$ cat src/rtl/sim_end_monitor_pkg.sv
// Shared definitions for the simulation end monitor: default widths,
// register indices of the test-end signature and the monitor state encoding.
package sim_end_monitor_pkg;

  localparam int MON_CPU_WIDTH = 32;

  localparam logic [4:0] MON_END_REG  = 5'd26;
  localparam logic [4:0] MON_PASS_REG = 5'd27;
  localparam logic [4:0] MON_TNUM_REG = 5'd3;

  typedef enum logic [1:0] {
    MON_RUN    = 2'd0,
    MON_SETTLE = 2'd1,
    MON_DONE   = 2'd2
  } mon_state_e;

  // x0 is hard-wired to zero in the core, so writes to it never count.
  function automatic logic reg_write_hit(input logic       we,
                                         input logic [4:0] waddr,
                                         input logic [4:0] idx);
    return we && (waddr != 5'd0) && (waddr == idx);
  endfunction

endpackage

$ cat src/rtl/sim_end_monitor_sat_counter.sv
// Free-running up counter with synchronous clear that sticks at all-ones
// instead of wrapping.
module sat_counter #(
  parameter int WIDTH = 32
) (
  input  logic             clk,
  input  logic             clr_i,
  input  logic             en_i,
  output logic [WIDTH-1:0] cnt_o
);

  logic [WIDTH-1:0] cnt_q;
  logic [WIDTH-1:0] cnt_d;

  always_comb begin
    cnt_d = cnt_q;
    if (en_i && (cnt_q != {WIDTH{1'b1}})) begin
      cnt_d = cnt_q + 1'b1;
    end
  end

  always_ff @(posedge clk) begin
    if (clr_i) begin
      cnt_q <= '0;
    end else begin
      cnt_q <= cnt_d;
    end
  end

  assign cnt_o = cnt_q;

endmodule

$ cat src/rtl/sim_end_monitor.sv
// Pass/fail/timeout monitor snooping the core's regfile write port.
// Define MONITOR_TRACE_EN to get a simulation-only verdict trace.
module sim_end_monitor
  import sim_end_monitor_pkg::*;
#(
  parameter int CPU_WIDTH      = MON_CPU_WIDTH,
  parameter int END_REG        = int'(MON_END_REG),
  parameter int PASS_REG       = int'(MON_PASS_REG),
  parameter int TNUM_REG       = int'(MON_TNUM_REG),
  parameter int SETTLE_CYCLES  = 1,
  parameter int TIMEOUT_CYCLES = 50000,
  parameter int CNT_WIDTH      = 32
) (
  input  logic                 clk,
  input  logic                 rst,
  input  logic                 wb_we,
  input  logic [4:0]           wb_waddr,
  input  logic [CPU_WIDTH-1:0] wb_wdata,
  output logic                 done,
  output logic                 pass,
  output logic                 fail,
  output logic                 timeout,
  output logic [CPU_WIDTH-1:0] fail_testnum,
  output logic [CNT_WIDTH-1:0] cycle_count
);

  localparam logic [4:0]           END_IDX     = 5'(END_REG);
  localparam logic [4:0]           PASS_IDX    = 5'(PASS_REG);
  localparam logic [4:0]           TNUM_IDX    = 5'(TNUM_REG);
  localparam logic [7:0]           SETTLE_INIT = 8'(SETTLE_CYCLES);
  localparam logic [CNT_WIDTH-1:0] TMO_LAST    = CNT_WIDTH'(TIMEOUT_CYCLES - 1);
  localparam logic [CPU_WIDTH-1:0] ONE         = CPU_WIDTH'(1);

  mon_state_e           state_q;
  logic [7:0]           settle_q;
  logic [CPU_WIDTH-1:0] pass_sh_q, pass_sh_d;
  logic [CPU_WIDTH-1:0] tnum_sh_q, tnum_sh_d;
  logic                 done_q, pass_q, fail_q, timeout_q;
  logic [CPU_WIDTH-1:0] fail_tnum_q;

  logic end_evt, pass_wr, tnum_wr, tmo_hit, cnt_en;

  assign pass_wr = reg_write_hit(wb_we, wb_waddr, PASS_IDX);
  assign tnum_wr = reg_write_hit(wb_we, wb_waddr, TNUM_IDX);
  assign end_evt = reg_write_hit(wb_we, wb_waddr, END_IDX) && (wb_wdata == ONE);
  assign tmo_hit = (cycle_count == TMO_LAST);

  // The timeout edge itself does not count, so the counter freezes at TIMEOUT-1.
  assign cnt_en = ((state_q == MON_RUN) && !(tmo_hit && !end_evt)) ||
                  (state_q == MON_SETTLE);

  always_comb begin
    pass_sh_d = pass_sh_q;
    tnum_sh_d = tnum_sh_q;
    if (state_q != MON_DONE) begin
      if (pass_wr) pass_sh_d = wb_wdata;
      if (tnum_wr) tnum_sh_d = wb_wdata;
    end
  end

  sat_counter #(
    .WIDTH (CNT_WIDTH)
  ) u_cycle_cnt (
    .clk   (clk),
    .clr_i (rst),
    .en_i  (cnt_en),
    .cnt_o (cycle_count)
  );

  always_ff @(posedge clk) begin
    if (rst) begin
      state_q     <= MON_RUN;
      settle_q    <= '0;
      pass_sh_q   <= '0;
      tnum_sh_q   <= '0;
      done_q      <= 1'b0;
      pass_q      <= 1'b0;
      fail_q      <= 1'b0;
      timeout_q   <= 1'b0;
      fail_tnum_q <= '0;
    end else begin
      pass_sh_q <= pass_sh_d;
      tnum_sh_q <= tnum_sh_d;
      case (state_q)
        MON_RUN: begin
          // An end event in the expiry cycle beats the timeout.
          if (end_evt) begin
            state_q  <= MON_SETTLE;
            settle_q <= SETTLE_INIT;
          end else if (tmo_hit) begin
            state_q   <= MON_DONE;
            timeout_q <= 1'b1;
            done_q    <= 1'b1;
          end
        end
        MON_SETTLE: begin
          if (settle_q == 8'd0) begin
            state_q <= MON_DONE;
            done_q  <= 1'b1;
            if (pass_sh_q == ONE) begin
              pass_q <= 1'b1;
            end else begin
              fail_q      <= 1'b1;
              fail_tnum_q <= tnum_sh_q;
            end
          end else begin
            settle_q <= settle_q - 8'd1;
          end
        end
        MON_DONE: begin
          state_q <= MON_DONE;
        end
        default: begin
          state_q <= MON_RUN;
        end
      endcase
    end
  end

  assign done         = done_q;
  assign pass         = pass_q;
  assign fail         = fail_q;
  assign timeout      = timeout_q;
  assign fail_testnum = fail_tnum_q;

`ifdef MONITOR_TRACE_EN
  logic [CPU_WIDTH-1:0] tnum_log [$];

  always @(posedge clk) begin
    if (rst) begin
      tnum_log.delete();
    end else if (state_q != MON_DONE) begin
      if ((state_q == MON_RUN) && !end_evt && tmo_hit) begin
        $display("TIMEOUT cycle_count=%0d", cycle_count);
      end else if ((state_q == MON_SETTLE) && (settle_q == 8'd0)) begin
        if (pass_sh_q == ONE) begin
          $display("PASS cycle_count=%0d", cycle_count + 1'b1);
        end else begin
          $display("FAIL testnum=%0d cycle_count=%0d", tnum_sh_q, cycle_count + 1'b1);
          foreach (tnum_log[i]) $display("  testnum write %0d: %0d", i, tnum_log[i]);
        end
      end
      if (tnum_wr) tnum_log.push_back(wb_wdata);
    end
  end
`else
  // Synthesizable build: no trace logic.
`endif

endmodule

$ cat config.mk
export PLATFORM = sky130hd
export DESIGN_NAME = sim_end_monitor
export DESIGN_NICKNAME = d
export VERILOG_FILES = /design/src/rtl/sim_end_monitor_pkg.sv /design/src/rtl/sim_end_monitor_sat_counter.sv /design/src/rtl/sim_end_monitor.sv
export SDC_FILE = /design/constraint.sdc
export NUM_CORES = 1
export LEC_CHECK = 0
export CAP_MARGIN = 30
export CORE_MARGIN = 4
export CORE_UTILIZATION = 52
export DETAILED_ROUTE_END_ITERATION = 10
export PLACE_DENSITY = 0.79
export SLEW_MARGIN = 5
export SYNTH_ARGS = -nofsm -noshare
export SYNTH_HDL_FRONTEND = slang
export SYNTH_SLANG_ARGS = --single-unit
$ cat constraint.sdc
create_clock -name clk -period 3.1 [get_ports clk]
set_clock_uncertainty 0.2 [all_clocks]
set_input_delay 0.62 -clock clk [delete_from_list [all_inputs] [get_ports clk]]
set_output_delay 0.62 -clock clk [all_outputs]
set_load 0.02 [all_outputs]
# ---- Yosys cells after proc, flatten, opt, wreduce, memory -nomap -nowiden
# Cells that the tools add are included.
dict set report totals {
  regBits 142
  input_bits 40
  output_inout_bits 68
  elab_cells 64
}
dict set report op_classes {
  addsub 2
  n_eq_ne 16
  n_mux 11
  n_bitwise 2
  reduce_logical 23
}
# operator count
set op_table {}
lappend op_table {{$eq A32 B1 Y1 const B} 2}
lappend op_table {{$add A32 B1 Y32 const B} 1}
lappend op_table {{$eq A32 B16 Y1 const B} 1}
lappend op_table {{$ne A32 B32 Y1 const B} 1}
lappend op_table {{$mux W8} 2}
lappend op_table {{$pmux W8 S2} 1}
lappend op_table {{$reduce_and A3 Y1} 4}
lappend op_table {{$eq A5 B5 Y1 const B} 2}
lappend op_table {{$ne A2 B2 Y1 const B} 5}
lappend op_table {{$logic_and A1 B1 Y1} 8}
lappend op_table {{$logic_not A8 Y1} 1}
lappend op_table {{$sub A8 B1 Y8 const B} 1}
lappend op_table {{$mux W2} 3}
lappend op_table {{$pmux W2 S3} 1}
lappend op_table {{$reduce_and A2 Y1} 3}
lappend op_table {{$eq A5 B2 Y1 const B} 1}
lappend op_table {{$reduce_bool A5 Y1} 1}
lappend op_table {{$reduce_and A4 Y1} 1}
lappend op_table {{$mux W1} 3}
lappend op_table {{$ne A3 B3 Y1 const B} 1}
lappend op_table {{$eq A2 B1 Y1 const B} 1}
lappend op_table {{$eq A2 B2 Y1 const B} 1}
lappend op_table {{$logic_not A1 Y1} 2}
lappend op_table {{$logic_not A2 Y1} 1}
lappend op_table {{5 further kinds} 6}

# ---- Logic depth before layout (Yosys ltp)
dict set report depth {
  ltp_word 10
  depth_mapped 10
  depth_no_buf 8
}

# ---- Cells and area by module
# Synthesis repeated with hierarchy kept, for this count alone.
dict set report hier_totals {
  cells_unflattened 701
  area_unflattened_um2 6219.7
}
# module n_inst cells_each area_per_inst_um2 seq_area_each_um2
set modules_own_cells {}
lappend modules_own_cells {sim_end_monitor 1 502 4545.6 2202.1}
lappend modules_own_cells {sat_counter 1 199 1674.1 640.6}

# ---- Worst setup path before layout
# Ideal clock, no wire load.
dict set report synth_path {
  path_kind {input to register}
  from {input port wb_wdata[14]}
  to {register u_cycle_cnt.cnt_q[8] (netlist: u_cycle_cnt.cnt_o[8])}
  setup_ns 0.121
  t_arrival_ns 2.571
  required_ns 2.779
  setup_slack_ns 0.208
  stages 7
  n_path_buf 1
  path_cell_list {or4_1 or4_4 nor3_4 o21ai_2 clkbuf_2 nor4_1 mux2_2}
}
dict set report synth_via {
  elab_chain_cells 8
}
# item line
set synth_rtl {}
lappend synth_rtl {{start: declaration} sim_end_monitor.sv:18} ;# input logic [CPU_WIDTH-1:0] wb_wdata,
lappend synth_rtl {{$eq A32 B1 Y1} sim_end_monitor.sv:45} ;# assign end_evt = reg_write_hit(wb_we, wb_waddr, END_IDX) && (wb_wdata == ONE);
lappend synth_rtl {{$logic_and A1 B1 Y1} sim_end_monitor.sv:45}
lappend synth_rtl {{$logic_not A1 Y1} sim_end_monitor.sv:49} ;# assign cnt_en = ((state_q == MON_RUN) && !(tmo_hit && !end_evt)) ||
lappend synth_rtl {{$logic_and A1 B1 Y1} sim_end_monitor.sv:49}
lappend synth_rtl {{$logic_not A1 Y1} sim_end_monitor.sv:49}
lappend synth_rtl {{$logic_and A1 B1 Y1} sim_end_monitor.sv:49}
lappend synth_rtl {{$logic_or A1 B1 Y1} sim_end_monitor.sv:49}
lappend synth_rtl {{$logic_and A1 B1 Y1} sim_end_monitor_sat_counter.sv:17} ;# if (en_i && (cnt_q != {WIDTH{1'b1}})) begin
lappend synth_rtl {{end signal: assignment} sim_end_monitor_sat_counter.sv:26} ;# cnt_q <= cnt_d;
lappend synth_rtl {{end: declaration} sim_end_monitor_sat_counter.sv:12} ;# logic [WIDTH-1:0] cnt_q;
# No other way between the ends.
# A chain may end at the register's enable or synchronous reset.

# ---- Worst setup path in the final report
dict set report layout_path {
  from {input port wb_wdata[15]}
  to {register u_cycle_cnt.cnt_q[3] (netlist: u_cycle_cnt.cnt_o[3])}
}
# Same word-level chain as after synthesis.

==> results.txt <==
----------------------------------------------------
[Floorplanning]
  Ports placed on the boundary ... between 100 and 150
  Initial Util ... 53.63%
  FP Rows ... 38
  Die Span X ... 114.2 um
  Vertical die dimension ... approximately 110 um
  Core box area ... 0.01094 mm2
  Die area ... 0.01304 mm2

[Synthesis]
  Most used DFF post-synth ... dfxtp_1
  Total number of yosys warnings ... 0
  Post-synthesis sequential area ratio ... 48.47%
  Commonest cells post-synth ... nand2_1 (146), dfxtp_1 (142), a21oi_1 (93)
  Fraction of registers with async set/reset ... 0%
  Avg Synthesized Cell Area ... 8.342 um2
  Register bit count reported by yosys ... between 100 and 150
  Biggest area contributors in the synthesized netlist ... dfxtp_1 (48%), nand2_1 (9.3%), a21oi_1 (7.9%)
  Top-area cell type share of the netlist area ... 48.47%
  Number of instances in the synthesized netlist ... 703
  Number of synthesized flops with an enable pin ... 0
  Top cell type by total area after synthesis ... dfxtp_1
  Leading cell type by number of instances after synthesis ... nand2_1
  Summed instance area of the synthesized netlist ... 0.005864 mm2
  Number of distinct library cells after synthesis ... between 40 and 50
  Number of nets produced by synthesis ... 750

[Critical path]
  Source of the worst register-to-register timing path ... u_cycle_cnt.cnt_o[0]
  Crit path largest cell delay ... 0.52 ns
  Critical path class ... in -> reg
  Worst endpoint required time ... around 3.3 ns
  CP Launch Point ... wb_wdata[15]
  Crit path cell chain ... clkdlybuf4s50_1 -> or4_4 -> or4_4 -> nor3_4 -> o21ai_4 -> buf_6 -> or3_1 -> a21oi_2
  Slowest cell on the critical path ... or4_4
  Kind of start point of the critical path ... primary input
  Largest fanout on the critical path ... 11
  Worst setup EP type ... register
  Logic depth of the worst register-to-register path ... 9
  Data arrival time of the critical path ... 3.14 ns
  Most repeated library cell on the critical path ... or4_4

[Power]
  Largest voltage drop on the vdd net ... 0.0003860 V
  Final Total Pwr ... 4.047 mW
  PD cells ... between 500 and 600 mW/mm2
  Leakage power total ... 3.120 nW

[Place]
  DP HPWL ... ~11 mm
  Cell Area, Placed ... about 0.0074 mm2
  Placer congestion estimate ... 0.8719
  IO Port Bufs ... between 100 and 150

[Drt]
  Detail-routed via count per cell ... between 5 and 6
  Routed length per placed instance ... 16.10 um
  Post-route DRC ... 0
  Via count ... roughly 5.7k
  Drt initial violations ... a little under 500
  Total wirelength of the detailed-routed design ... 16.15 mm
  Antenna viol nets, final ... 0
  Initial DRT Pass Iterations ... 5

[Timing]
  Worst Tran Pin Value ... a little under 0.6 ns
  Worst slew margin ... 61.02%
  Total negative setup slack ... 0 ns
  Period utilization ... a little over nine tenths
  Max-slew violation count ... 0
  Achievable Freq ... 334.2 MHz
  Final-report setup violation count ... 0
  Final critical path time including I/O delays and setup ... 2.992 ns
  Worst hold margin ... 0.2524 ns
  Final Hold Viols ... 0

[Cells and area]
  Number of antenna repair diodes ... 0
  Area growth from synthesis to final layout ... 37.70%
  Layout Nets ... 897
  Total non-filler cell area in the finished layout ... a little over 0.008 mm2
  Proportion of layout cells with a drive suffix above 1 ... 13.33%

[GRT]
  Via count of the first global-routing pass ... 5417
  Overall Global Routing Usage ... 24.74%
  Global-route wire length before repair ... 25.98 mm
  Number of antenna violations at the first check in global routing ... 0
  Maximum number of pins on one net before global-route repair ... 44
  Remaining Overflow, GRT ... 0

[Run]
  Max-Cap Viols ... 0

[Clock network]
  H-tree lvl count ... 4
  Skew-Pair Late Insertion Delay ... 0.42 ns
  TritonCTS clock tree ... done
  Buffer levels on the longest clock path ... 2
  Clock sink count ... 142
  Number of buffers added by the clock tree synthesis step ... 17
  Clock-pin slew reported for the worst setup and hold paths after clock tree synthesis ... 0.06 ns
  Count of hold-fix buffers inserted at cts ... 0
  Root buffer selected by CTS ... clkbuf_16

[Min path]
  Hold path startpoint ... fail
  Depth of the worst hold-timing path ... 2
  Class of the tightest hold or removal check ... reg -> reg

[Status]
  Status ... completed

----------------------------------------------------
==> cells by family after synthesis <==
logic type | synth area share, %
and+or+nand+nor | 27.07
xor gates and xnor gates | 1.195
AOI/OAI and AO/OA | 12.12
muxes | 6.401
buffers and inverters | 3.243
DFF | 48.47
adders and majority gates | 1.493
==> final timing paths <==
| kind | slack (ns) | endpoint |
|---|---|---|
| min | 0.25 | fail |
| min reg2reg | 0.25 | fail |
| max | 0.11 | u_cycle_cnt.cnt_o[3] |
| max reg2reg | 0.42 | u_cycle_cnt.cnt_o[22] |
==> registers in the layout, indices dropped and copies added (netlist names) <==
register / cells
pass_sh_q: 32
fail_testnum: 32
timeout: 1
fail: 1
state_q: 2
tnum_sh_q: 32
settle_q: 8
done: 1
u_cycle_cnt.cnt_o: 32
pass: 1
==> where the power goes <==
part | switching, mW | leakage (nW) | internal [mW]
Clock | 0.778 | 0.285 | 1.25
Combinational | 0.0840 | 1.69 | 0.0900
Sequential | 0.00909 | 1.14 | 1.83
Total | 0.871 | 3.12 | 3.18
==> per-stage QoR <==
step,utilization (%),setup WS (ns),cells
3_5_place_dp,67.55,-0.4190,968
2_1_floorplan,-,0.2078,703
5_1_grt,73.84,-0.0006812,1003
3_3_place_gp,67.55,-0.3232,968
4_1_cts,73.05,0.02456,1000
6_report,73.84,0.1079,1003
==> routing by layer <==
layer,GRT usage (%),wire length [um]
met1,30.37,6596
met2,41.65,8052
met3,6.131,1167
met4,9.976,332
met5,0,0
==> cells in the final DEF (no fill, tap or decap), types with 3 or more instances in the layout <==
cell and count:
clkdlybuf4s50_1 103, o21ai_0 19, nor3_1 6, ha_1 7, a21oi_2 5, clkinvlp_4 4
mux2_2 4, nand3b_1 3, clkbuf_8 3, inv_1 11, or4_4 5, nor2b_1 4
nor4_1 19, xor2_1 7, clkbuf_16 17, dlymetal6s2s_1 3, and4_1 5, dfxtp_1 142
nand2_1 146, buf_4 56, a21oi_1 88, nand3_1 11, or3_1 20, nor2_1 60
buf_6 4, or4_1 5, and3_1 9, and2_1 3, mux2i_1 33, nand4_1 19
o31ai_1 7
==> area by class of cell <==
cell class / count / area (um2)
multi-input cells: 512 / 2880
fillers: 813 / 2860
flip-flops and latches: 142 / 2843
repair buffers: 166 / 1534
clock buffers: 20 / 466.7
well taps: 140 / 175.2
clock inverters: 12 / 135.1
inverters: 11 / 41.29
==> worst max-delay path, delay by kind of cell <==
family	cells	cell delay, ns
compound gates	2	0.32
buf+inv	2	0.59
simple gates	4	1.60
==> timing repair <==
action	CTS	global route
setup endpoints to repair	0	17
buffers inserted	0	3
endpoints found under the hold margin	0	0
gates resized for setup	0	20
Power figures use the tool's default switching activity.
